--- config.mk ---
export PLATFORM = sky130hd
export DESIGN_NAME = wm_phase_timer
export DESIGN_NICKNAME = d
export VERILOG_FILES = /design/src/rtl/wm_phase_timer.sv
export SDC_FILE = /design/constraint.sdc
export NUM_CORES = 1
export LEC_CHECK = 0
export ABC_AREA = 1
export BUFFER_PORTS_ARGS = -buffer_cell sky130_fd_sc_hd__buf_4
export CAP_MARGIN = 25
export CELL_PAD_IN_SITES_DETAIL_PLACEMENT = 0
export CELL_PAD_IN_SITES_GLOBAL_PLACEMENT = 1
export CORE_MARGIN = 8
export CORE_UTILIZATION = 47
export DETAILED_ROUTE_END_ITERATION = 8
export GPL_ROUTABILITY_DRIVEN = 0
export GPL_TIMING_DRIVEN = 0
export HOLD_SLACK_MARGIN = 0.1
export PLACE_DENSITY_LB_ADDON = 0.1
export SYNTH_ARGS = -nofsm -noshare
export SYNTH_HDL_FRONTEND = slang
export SYNTH_SLANG_ARGS = --single-unit
export TNS_END_PERCENT = 10
--- constraint.sdc ---
create_clock -name clk -period 4 [get_ports clk]
set_input_delay 0.6 -clock clk [delete_from_list [all_inputs] [get_ports clk]]
set_output_delay 0.6 -clock clk [all_outputs]
set_load 0.01 [all_outputs]
--- src/rtl/wm_phase_timer.sv ---
// Washing-machine phase timer: issues per-phase kick codes to the controller,
// waits for the matching acknowledge, times each phase and reports completion
// or acknowledge timeout.
module wm_phase_timer #(
  parameter int unsigned SOAK_T   = 8,
  parameter int unsigned WASH_T   = 10,
  parameter int unsigned HI_EXTRA = 4,
  parameter int unsigned DRAIN_T  = 4,
  parameter int unsigned RINSE_T  = 6,
  parameter int unsigned SPIN_T   = 5,
  parameter int unsigned ACK_T    = 4
) (
  input  logic clk,
  input  logic rst,
  input  logic start,
  input  logic select,
  input  logic stop,
  input  logic idle,
  input  logic soak_low,
  input  logic soak_high,
  input  logic wash_low,
  input  logic wash_high,
  input  logic drain,
  input  logic rinse,
  input  logic spin,
  output logic timer_soak_low,
  output logic timer_soak_high,
  output logic timer_wash_low,
  output logic timer_wash_high,
  output logic timer_drain,
  output logic timer_rinse,
  output logic timer_spin,
  output logic done,
  output logic fault
);

  // Counter load value: duration-1, with a zero duration behaving as one cycle.
  function automatic logic [15:0] dm1(input int unsigned d);
    return (d == 0) ? 16'd0 : 16'(d - 1);
  endfunction

  localparam logic [15:0] SOAK_N = dm1(SOAK_T);
  localparam logic [15:0] SOAK_H = dm1(SOAK_T + HI_EXTRA);
  localparam logic [15:0] WASH_N = dm1(WASH_T);
  localparam logic [15:0] WASH_H = dm1(WASH_T + HI_EXTRA);
  localparam logic [15:0] DRN_L  = dm1(DRAIN_T);
  localparam logic [15:0] RNS_L  = dm1(RINSE_T);
  localparam logic [15:0] SPN_L  = dm1(SPIN_T);
  localparam logic [15:0] ACK_L  = dm1(ACK_T);

  typedef enum logic [3:0] {
    ARM, K_SOAK, R_SOAK, K_WASH, R_WASH, K_DRAIN, R_DRAIN,
    K_RINSE, R_RINSE, K_SPIN, R_SPIN, K_END
  } state_t;

  state_t      state_q, state_d, run_st, nxt_kick;
  logic [15:0] cnt_q, cnt_d, ack_q, ack_d, load;
  logic        sel_q, sel_d, fault_q, fault_d, done_q, done_d;
  logic        kick, ack;
  logic [6:0]  code_d, code_q;

  // Next-state logic: per-state lookup of acknowledge, run target and duration.
  always_comb begin
    state_d  = state_q;
    cnt_d    = cnt_q;
    ack_d    = ack_q;
    sel_d    = sel_q;
    fault_d  = fault_q;
    done_d   = 1'b0;
    kick     = 1'b0;
    ack      = 1'b0;
    run_st   = ARM;
    nxt_kick = ARM;
    load     = '0;
    case (state_q)
      K_SOAK:  begin kick = 1'b1; ack = sel_q ? soak_high : soak_low;
                     run_st = R_SOAK; load = sel_q ? SOAK_H : SOAK_N; end
      K_WASH:  begin kick = 1'b1; ack = sel_q ? wash_high : wash_low;
                     run_st = R_WASH; load = sel_q ? WASH_H : WASH_N; end
      K_DRAIN: begin kick = 1'b1; ack = drain & ~rinse; run_st = R_DRAIN; load = DRN_L; end
      K_RINSE: begin kick = 1'b1; ack = rinse; run_st = R_RINSE; load = RNS_L; end
      K_SPIN:  begin kick = 1'b1; ack = spin;  run_st = R_SPIN;  load = SPN_L; end
      K_END:   begin kick = 1'b1; ack = ~spin; run_st = ARM; end
      R_SOAK:  nxt_kick = K_WASH;
      R_WASH:  nxt_kick = K_DRAIN;
      R_DRAIN: nxt_kick = K_RINSE;
      R_RINSE: nxt_kick = K_SPIN;
      R_SPIN:  nxt_kick = K_END;
      default: ;
    endcase

    if (state_q == ARM) begin
      if (start && !stop) begin
        sel_d   = select;
        fault_d = 1'b0;
        ack_d   = '0;
        state_d = K_SOAK;
      end
    end else if (stop || idle) begin
      state_d = ARM;
    end else if (kick) begin
      if (ack) begin
        state_d = run_st;
        cnt_d   = load;
        done_d  = (state_q == K_END);
      end else if (ack_q == ACK_L) begin
        fault_d = 1'b1;
        state_d = ARM;
      end else begin
        ack_d = ack_q + 16'd1;
      end
    end else if (cnt_q == '0) begin
      state_d = nxt_kick;
      ack_d   = '0;
    end else begin
      cnt_d = cnt_q - 16'd1;
    end
  end

  // Timer code for the upcoming state, so the register shows it in that state's first cycle.
  always_comb begin
    code_d = '0;
    case (state_d)
      K_SOAK:  code_d[6 - {2'b0, sel_d}] = 1'b1;
      K_WASH:  code_d[4 - {2'b0, sel_d}] = 1'b1;
      K_DRAIN: code_d[2] = 1'b1;
      K_RINSE: code_d[2:1] = 2'b11;
      K_SPIN:  begin code_d[2] = 1'b1; code_d[0] = 1'b1; end
      R_SPIN:  code_d[0] = 1'b1;
      default: ;
    endcase
  end

  // State, counters and registered outputs.
  always_ff @(posedge clk or negedge rst) begin
    if (!rst) begin
      state_q <= ARM;
      cnt_q   <= '0;
      ack_q   <= '0;
      sel_q   <= 1'b0;
      fault_q <= 1'b0;
      done_q  <= 1'b0;
      code_q  <= '0;
    end else begin
      state_q <= state_d;
      cnt_q   <= cnt_d;
      ack_q   <= ack_d;
      sel_q   <= sel_d;
      fault_q <= fault_d;
      done_q  <= done_d;
      code_q  <= code_d;
    end
  end

  assign {timer_soak_low, timer_soak_high, timer_wash_low, timer_wash_high,
          timer_drain, timer_rinse, timer_spin} = code_q;
  assign done  = done_q;
  assign fault = fault_q;

endmodule

Word-level counts from Yosys, hierarchy flattened:

Index checks and enable logic that the tools add are counted.

* flip-flop bits (word level): 46
* bits of input ports: 13
* output and inout bits: 9

* add/subtract/negate cells: 4
* $lt $le $gt $ge: 4
* eq/ne operators: 25
* mux-type cells: 46
* bitwise gates (word level): 5
* reductions and logical operators: 16

Operators with widths (count)
* $mux 16: 10
* $ge 32x1->1 const B: 2
* $lt 32x4->1 const B: 2
* $pmux 4 s5: 3
* $mux 4: 8
* $eq 4x3->1 const B: 6
* $eq 4x4->1 const B: 6
* $mux 1: 17
* $add 16x1->16 const B: 1
* $eq 16x2->1 const B: 1
* $logic_not 16->1: 1
* $sub 16x1->16 const B: 1
* $eq 4x2->1 const B: 3
* $reduce_and 5->1: 2
* $pmux 1 s3: 3
* $eq 4x1->1 const B: 2
* $pmux 4 s2: 1
* $sub 3x1->4 const A: 2
* $demux 1 s3: 2
* $ne 2x1->1 const B: 3
* $pmux 1 s6: 1
* $reduce_or 6->1: 1
* $logic_not 4->1: 1
* $ne 2x2->1 const B: 2
* 13 further kinds: 19

Depth between registers and ports, before layout:

Gate-level depths: netlist of the first run.

* depth in word-level cells: 10
* gate-level depth with buffers: 15
* gate-level depth less buffers: 15

Least setup slack after synthesis of the first run:

Ideal clock, no wire load.

* path type: register -> register
* start: reg cnt_q[0]
* end: reg cnt_q[1]
* library setup time: 0.077 ns
* arrival time: 1.535 ns
* slack: 2.387 ns
* cell stages (with the launch flop): 14
* buffers on the path: 1
* cell sequence: dfrtp_1 -> inv_1 -> ha_1 -> inv_1 -> nor2_1 -> nand3_1 -> nor2_1 -> nand3_1 -> nand2_1 -> inv_1 -> nand2_1 -> buf_2 -> nor2_1 -> a21oi_1

* word-level cells in the longest chain between the ends: 3
* elaborated cells between the ends (all ways): 6

Ends and longest elaborated chain
* start, declared: RTL line 57 `logic [15:0] cnt_q, cnt_d, ack_q, ack_d, load;`
* start signal, assigned: RTL line 146 `cnt_q <= cnt_d;`
* $sub 16x1->16 / $logic_not 16->1 (equally long branches): RTL line 116, 112
* $mux 16 / $ne 2x2->1 (equally long branches)
* $mux 16 / $reduce_and 4->1 (equally long branches)

Several ways; a longest one is shown, not always the timed one. The select of a mux whose other input is x is not followed.
A chain may end at the register's enable or synchronous reset.

Worst setup path after layout of the first run:

* start: reg state_q[2]
* end: reg ack_q[7]

* word-level cells in the longest chain between the ends: 6
* elaborated cells between the ends (all ways): 19

Ends and longest elaborated chain
* start, declared: RTL line 56 `state_t state_q, state_d, run_st, nxt_kick;`
* start signal, assigned: RTL line 145 `state_q <= state_d;`
* $eq 4x4->1, or another cell as far along: RTL line 75 `case (state_q)`
* $reduce_or 6->1 (no line)
* $mux 1: RTL line 75
* $mux 16: RTL line 101 `end else if (kick) begin`
* $mux 16: RTL line 99 `end else if (stop || idle) begin`
* $mux 16: RTL line 92 `if (state_q == ARM) begin`
* end signal, assigned: RTL line 147 `ack_q <= ack_d;`
* end, declared: RTL line 57

Several ways; a longest one is shown, not always the timed one. The select of a mux whose other input is x is not followed.

==> flow_summary.toml, run 1 <==
[route]
drcViolationCount = 0
drt_iter0_drc = 137
wl_per_cell_um = 13.5
routed_wirelength_um = 7050
wl_met2_um = 3390
wl_met1_um = 3400
dr_total_vias = 2628
viasPerCell = 5.05
first_pass_iters = 4
top_layer = "met4"
antenna_left = 0
wl_met3_um = 192

[clock_tree]
cts_tree = "built"
numCtsBuffers = 5
clk_pin_slew_ns = 0.09
insertion_delay_ns = 0.30
post_cts_resized = 0
cts.path.max_buffers = 2
cts_hold_buf = 0
htreeDepth = 2
postCtsSetupRepairBufs = 0
clock_sinks = 46
clockRootBuffer = "clkbuf_8"

[placed_design]
hpwl_um = 5340
portBuffers = 21
place_inst = 512
dp_worst_setup_slack_ns = 2.02
dpl_cell_area_sq_um = 3160

[hold_path]
hold_class = "in -> async"

[power_and_ir_drop]
ir_drop_uv = 204
p_leak_nw = 1.62
power_density_nw_per_um2 = 366

[yosys]
synthTopCellsByArea = "dfrtp_1 40%, nand2_1 14%, nor2_1 11%"
synth_compound_area_share_pct = 9.41
synth_simple_gate_area_share_pct = 37.4
synthCells = 416
synthAdderAreaFrac_pct = 1.29
yosysMostFrequentCell = "nand2_1"
synthTopCellsByCount = "106 x nand2_1, 84 x nor2_1, 46 x dfrtp_1, 31 x inv_1, 25 x nand3_1"
synthDominantCellAreaShare_pct = 39.5
synth_xor_area_share_pct = 5.11
seq_area_frac_synth_pct = 39.5
synth_top_family_by_area = "simple AND/OR/NAND/NOR gates"
synth_edf_count = 0
ys_async_sr_fraction_pct = 100
synth.mux.area_fraction_pct = 0
ys_warn_count = 0
syn_nets = 432
yosysTopAreaCell = "dfrtp_1"
syn-cell-area_sq_um = 2910
avgSynthCellArea_sq_um = 7.00
synth_ff_type = "dfrtp_1"
ys_ff_latch = 46
ys_types = 31

[die]
initial_utilization_pct = 48.9
ioPinCount = 22
die_area_sq_um = 8970
coreArea_sq_um = 5960
fp.dieW_um = 94.7
std_cell_rows = 28
die_h_um = 94.7

[critical_path]
cp.arrival_ns = 2.23
slowest_stage = "dfrtp_1"
cp_top_family = "buffers and inverters"
worst_setup_path_end_kind = "flop"
critical_path_buf_inv_count = 3
cpPeakStageDelay_ns = 0.46
worst_ep_required_time_ns = 4.23
path_cells = "nand2_1, inv_1, nor2_4, clkbuf_1, clkbuf_1, nand4_1, o21ai_1"
critPathLaunchType = "flop"
crit_top_cell = "clkbuf_1"
path_class = "reg -> reg"
worstPathMaxFanout = 10

[global_route]
grt_max_degree = 47
overflow = 0
grt.total_usage_pct = 16.6
antenna_found_initial = 0
grt_pass1_vias = 2640
grt_pass1_wl_um = 12000

[finish]
stdcell_count = 520
num-fill-cells = 621
fin_util_pct = 54.9
antennaDiodeCount = 0
fin_area_sq_um = 3270
area_growth_pct = 12.4
drive_gt1_share_pct = 13.3
nets = 460

[timing]
relSlewSlack_pct = 59.2
setup_viol = 0
fin_tns_setup_ns = 0
worstMarginPinSlew_ns = 0.612
period_needed_ns = 2.00
finalWorstSetupSlack_ns = 2.00
slew_viol_final = 0
skew_ns = 0.0126
fin_crit_sh_pct = 50.1
hold_viol_final = 0
fmax_mhz = 499
rsz0062_at_grt = "no"

[status]
status = "complete, no violations"

[run]
timing.max_cap.violations = 0
==> layer usage <==
metal / track usage (%) / vias to the layer above
li1: - / 1387
met5: 0 / -
met3: 3.02 / 4
met4: 4.68 / 0
met1: 21.3 / 1208
met2: 28.0 / 29
==> cell type report <==
| type | instances | area, sq um | area share [%] |
|---|---|---|---|
| Multi-Input combinational cell | 318 | 1550 | 47.4 |
| Clock inverter | 3 | 40.0 | 1.22 |
| Clock buffer | 5 | 68.8 | 2.10 |
| Inverter | 44 | 165 | 5.05 |
| Sequential cell | 46 | 1150 | 35.2 |
| Buffer | 8 | 45.0 | 1.38 |
| Tap cell | 75 | 93.8 | 2.87 |
| Timing Repair Buffer | 21 | 158 | 4.82 |
==> where the power goes <==
group / leakage [nW] / internal [mW] / switching (mW) / total (mW)
sequential: 0.625 / 0.501 / 0.0454 / 0.547
clock: 0.0579 / 0.184 / 0.161 / 0.345
combinational: 0.933 / 0.114 / 0.192 / 0.306
==> state kept, by name, indices dropped and copies added, names as in the netlist <==
register	cells
cnt_q	16
sel_q	1
fault	1
ack_q	16
code_q	7
done	1
state_q	4
==> metrics by stage <==
step | power (mW) | hold slack, ns
detailed placement | 0.862 | 0.486
CTS | 1.21 | 0.321
finish | 1.20 | 0.301
floorplan | 0.773 | 0.304
global placement | 0.856 | 0.487
global route | 1.28 | 0.348
==> path summary, 6_finish.rpt <==
| kind | slack (ns) | startpoint | cells past startpoint | endpoint |
|---|---|---|---|---|
| worst max-delay path | 2.00 | state_q[2]$_DFF_PN0_ | 7 | ack_q[7]$_DFFE_PN0P_ |
| worst min-delay path | 0.30 | rst | 1 | ack_q[0]$_DFFE_PN0P_ |
| worst max register to register | 2.00 | state_q[2]$_DFF_PN0_ | 7 | ack_q[7]$_DFFE_PN0P_ |
| worst min register to register | 0.50 | fault$_DFFE_PN0P_ | 2 | fault$_DFFE_PN0P_ |
| max in group asynchronous | 3.27 | rst | 1 | state_q[0]$_DFF_PN0_ |
| min in group clk | 0.50 | fault$_DFFE_PN0P_ | 2 | fault$_DFFE_PN0P_ |
==> cell usage in the layout (no fill, tap or decap), types with 8 or more instances in the layout <==
cell / count
nand2_1: 106
o21ai_0: 9
nand4_1: 10
dfrtp_1: 46
o31ai_1: 12
nor2_1: 84
buf_4: 22
xor2_1: 8
nor3_1: 12
inv_1: 31
a21oi_1: 16
xnor2_1: 9
nand3_1: 25
inv_2: 12
==> kinds of logic (layout without fill, tap and decap cells) <==
kind of cell,count (synthesis),after routing
buffers and inverters,52,81
flip-flops,46,46
adder cells (fa/ha/maj),3,3
AND/OR/NAND/NOR,251,251
AO/OA/AOI/OAI,47,47
XOR/XNOR,17,17
(Power assumes the default switching activity.)
==> run 2: changes to the inputs <==
--- a/config.mk
+++ b/config.mk
@@ -5,13 +5,13 @@
 export SDC_FILE = /design/constraint.sdc
 export NUM_CORES = 1
 export LEC_CHECK = 0
-export ABC_AREA = 1
+export ABC_AREA = 0
 export BUFFER_PORTS_ARGS = -buffer_cell sky130_fd_sc_hd__buf_4
 export CAP_MARGIN = 25
 export CELL_PAD_IN_SITES_DETAIL_PLACEMENT = 0
 export CELL_PAD_IN_SITES_GLOBAL_PLACEMENT = 1
 export CORE_MARGIN = 8
-export CORE_UTILIZATION = 47
+export CORE_UTILIZATION = 46
 export DETAILED_ROUTE_END_ITERATION = 8
 export GPL_ROUTABILITY_DRIVEN = 0
 export GPL_TIMING_DRIVEN = 0
==> constraint.sdc (replaced) <==
create_clock -name clk -period 2.03 [get_ports clk]
set_input_delay 0.3045 -clock clk [delete_from_list [all_inputs] [get_ports clk]]
set_output_delay 0.3045 -clock clk [all_outputs]
set_load 0.01 [all_outputs]
==> run 2 against run 1 <==
The run now ends with negative setup slack left. Total power up 130%. Final cell count down 21%. Fmax down 15%. Die area down 5.7%. Critical path depth down 1. Combinational power rose to 3.0 times the previous value. Wire length down 4.2%. Area after synthesis down 8.9%. Utilization up 6.3 points. Clock power up 70%. Critical endpoint is now code_q[3]$_DFF_PN0_. Largest power group unchanged. Highest routed layer unchanged.
==> flow_summary.toml, run 2 <==
[global_route]
grt.total_usage_pct = 16.1
antenna_found_initial = 0
overflow = 0
grt_max_degree = 47
grt_pass1_wl_um = 11300
grt_pass1_vias = 2315

[critical_path]
cp.arrival_ns = 2.57
r2r_setup_slack_ns = -0.32
path_class = "reg -> reg"
worstPathMaxFanout = 5
path_cells = "or4_4, nand4b_4, o21a_1, or4b_4, or2_4, nor3_2"
worst_setup_path_end_kind = "flop"
critPathLaunchType = "flop"
cpPeakStageDelay_ns = 0.57
slowest_stage = "or4_4"
worst_ep_required_time_ns = 2.25

[route]
wl_per_cell_um = 16.5
viasPerCell = 5.78
antenna_left = 0
drcViolationCount = 0
dr_total_vias = 2365
drt_iter0_drc = 99
routed_wirelength_um = 6750
first_pass_iters = 5

[timing]
slew_viol_final = 0
rsz0062_at_grt = "yes"
fmax_mhz = 426
setup_viol = 40
finalHoldWorstSlack_ns = 0.324
finalWorstSetupSlack_ns = -0.317
skew_ns = 0.00527
period_needed_ns = 2.35
worstMarginPinSlew_ns = 0.607
hold_viol_final = 0
fin_crit_sh_pct = 116
relSlewSlack_pct = 59.6

[clock_tree]
clock_sinks = 46
numCtsBuffers = 5
clockRootBuffer = "clkbuf_8"
htreeDepth = 2
cts_tree = "built"
clk_pin_slew_ns = 0.08
insertion_delay_ns = 0.30
cts.path.max_buffers = 2

[die]
fp.dieW_um = 92.0
die_h_um = 92.0
initial_utilization_pct = 47.9
die_area_sq_um = 8460
coreArea_sq_um = 5540
ioPinCount = 22
std_cell_rows = 27

[yosys]
yosysTopAreaCell = "dfrtp_1"
yosysMostFrequentCell = "dfrtp_1"
synthDominantCellAreaShare_pct = 43.4
synthTopCellsByCount = "46 x dfrtp_1, 36 x nor2_1, 28 x o21ai_0, 19 x nand2_1, 12 x nand3_1"
synth_edf_count = 0
ys_warn_count = 0
avgSynthCellArea_sq_um = 9.06
synth_ff_type = "dfrtp_1"
syn-cell-area_sq_um = 2650
ys_types = 52
syn_nets = 309
seq_area_frac_synth_pct = 43.4
ys_async_sr_fraction_pct = 100
synthCells = 293
ys_ff_latch = 46
synthTopCellsByArea = "dfrtp_1 43%, o21ai_0 5.3%, nor2_1 5.1%"

[finish]
drive_gt1_share_pct = 30.9
largestRegisters = "ack_q (16), cnt_q (16), code_q (7)"
stdcell_count = 409
final_cell_mix = "45 x dfrtp_1, 33 x buf_4, 32 x nor2_1"
regArea_sq_um = 1150
antennaDiodeCount = 0
fin_util_pct = 61.2
multi_input_area_sq_um = 1620
num-fill-cells = 488
area_growth_pct = 27.8
nets = 352
final_common_cell = "dfrtp_1"

[status]
violations = "negative setup slack"
status = "complete, but fails checks"

[run]
timing.max_cap.violations = 0

[power_and_ir_drop]
ir_drop_uv = 485
total_power_mw = 2.76
power_density_nw_per_um2 = 812
p_leak_nw = 1.44

[placed_design]
hpwl_um = 4540
dp_worst_setup_slack_ns = -0.665
portBuffers = 21
place_inst = 386

[hold_path]
hold_class = "in -> reg"
==> run 2: per-stage QoR <==
step                      cell area, sq um  TNS [ns]
after floorplan                       2660     -4.08
after global placement                2910    -20.57
after detailed placement              2910    -20.58
after CTS                             3280     -7.54
after global routing                  3390    -12.24
final                                 3390     -7.60
==> run 2: path summary, 6_finish.rpt <==
| path | start | end | cells past startpoint |
|---|---|---|---|
| worst min-delay path | idle | state_q[1]$_DFF_PN0_ | 4 |
| worst max-delay path | cnt_q[9]$_DFFE_PN0P_ | code_q[3]$_DFF_PN0_ | 6 |
| worst max register to register | cnt_q[9]$_DFFE_PN0P_ | code_q[3]$_DFF_PN0_ | 6 |
| min in group asynchronous | rst | code_q[6]$_DFF_PN0_ | 2 |
| max in group asynchronous | rst | state_q[1]$_DFF_PN0_ | 2 |
| worst min register to register | ack_q[0]$_DFFE_PN0P_ | ack_q[0]$_DFFE_PN0P_ | 1 |
==> run 2: kinds of logic after synthesis <==
family	Yosys count	synth area share (%)
buf+inv	21	3.16
fa+ha+maj	3	1.41
simple gates	137	28.9
mux	6	2.50
compound gates	68	16.6
xor+xnor	12	3.96
flops	46	43.4
==> run 2: repair_timing <==
item | 4_1_cts | 5_1_grt
buffers inserted | 13 | 0
endpoints found under the hold margin | 46 | 0
cloned | 2 | 0
resized for setup | 45 | 38
setup endpoints to repair | 44 | 43
pin swaps | 13 | 9
hold buffers | 1 | 0
==> run 2: where the power goes <==
part           leakage (nW)  total [mW]  switching (mW)  internal, mW
combinational         0.772       0.927           0.479         0.447
clock                0.0482       0.587           0.312         0.275
sequential            0.624        1.24           0.171          1.07
total                  1.44        2.76           0.962          1.79
==> run 2: final cells by class <==
cell class	count	area share (%)
clock buffer	7	2.55
inverter	7	0.775
buffer	13	3.21
tap	72	2.66
multi-input combinational	226	47.8
sequential	46	34.0
clock inverter	1	0.148
timing repair buffer	37	8.89
==> run 2: worst max-delay path: cells and delay by family, from the launching register on <==
kind             cells  cell delay [ns]
AND/OR/NAND/NOR      5             1.66
AO/OA/AOI/OAI        1             0.21
flip-flops           1             0.39
==> run 2: per-layer routing <==
layer	wire, um	vias to the layer above	track usage (%)
met4	99	0	5.23
li1	-	1158	-
met2	3270	45	26.6
met5	0	-	0
met1	3180	1153	20.7
met3	197	9	3.10
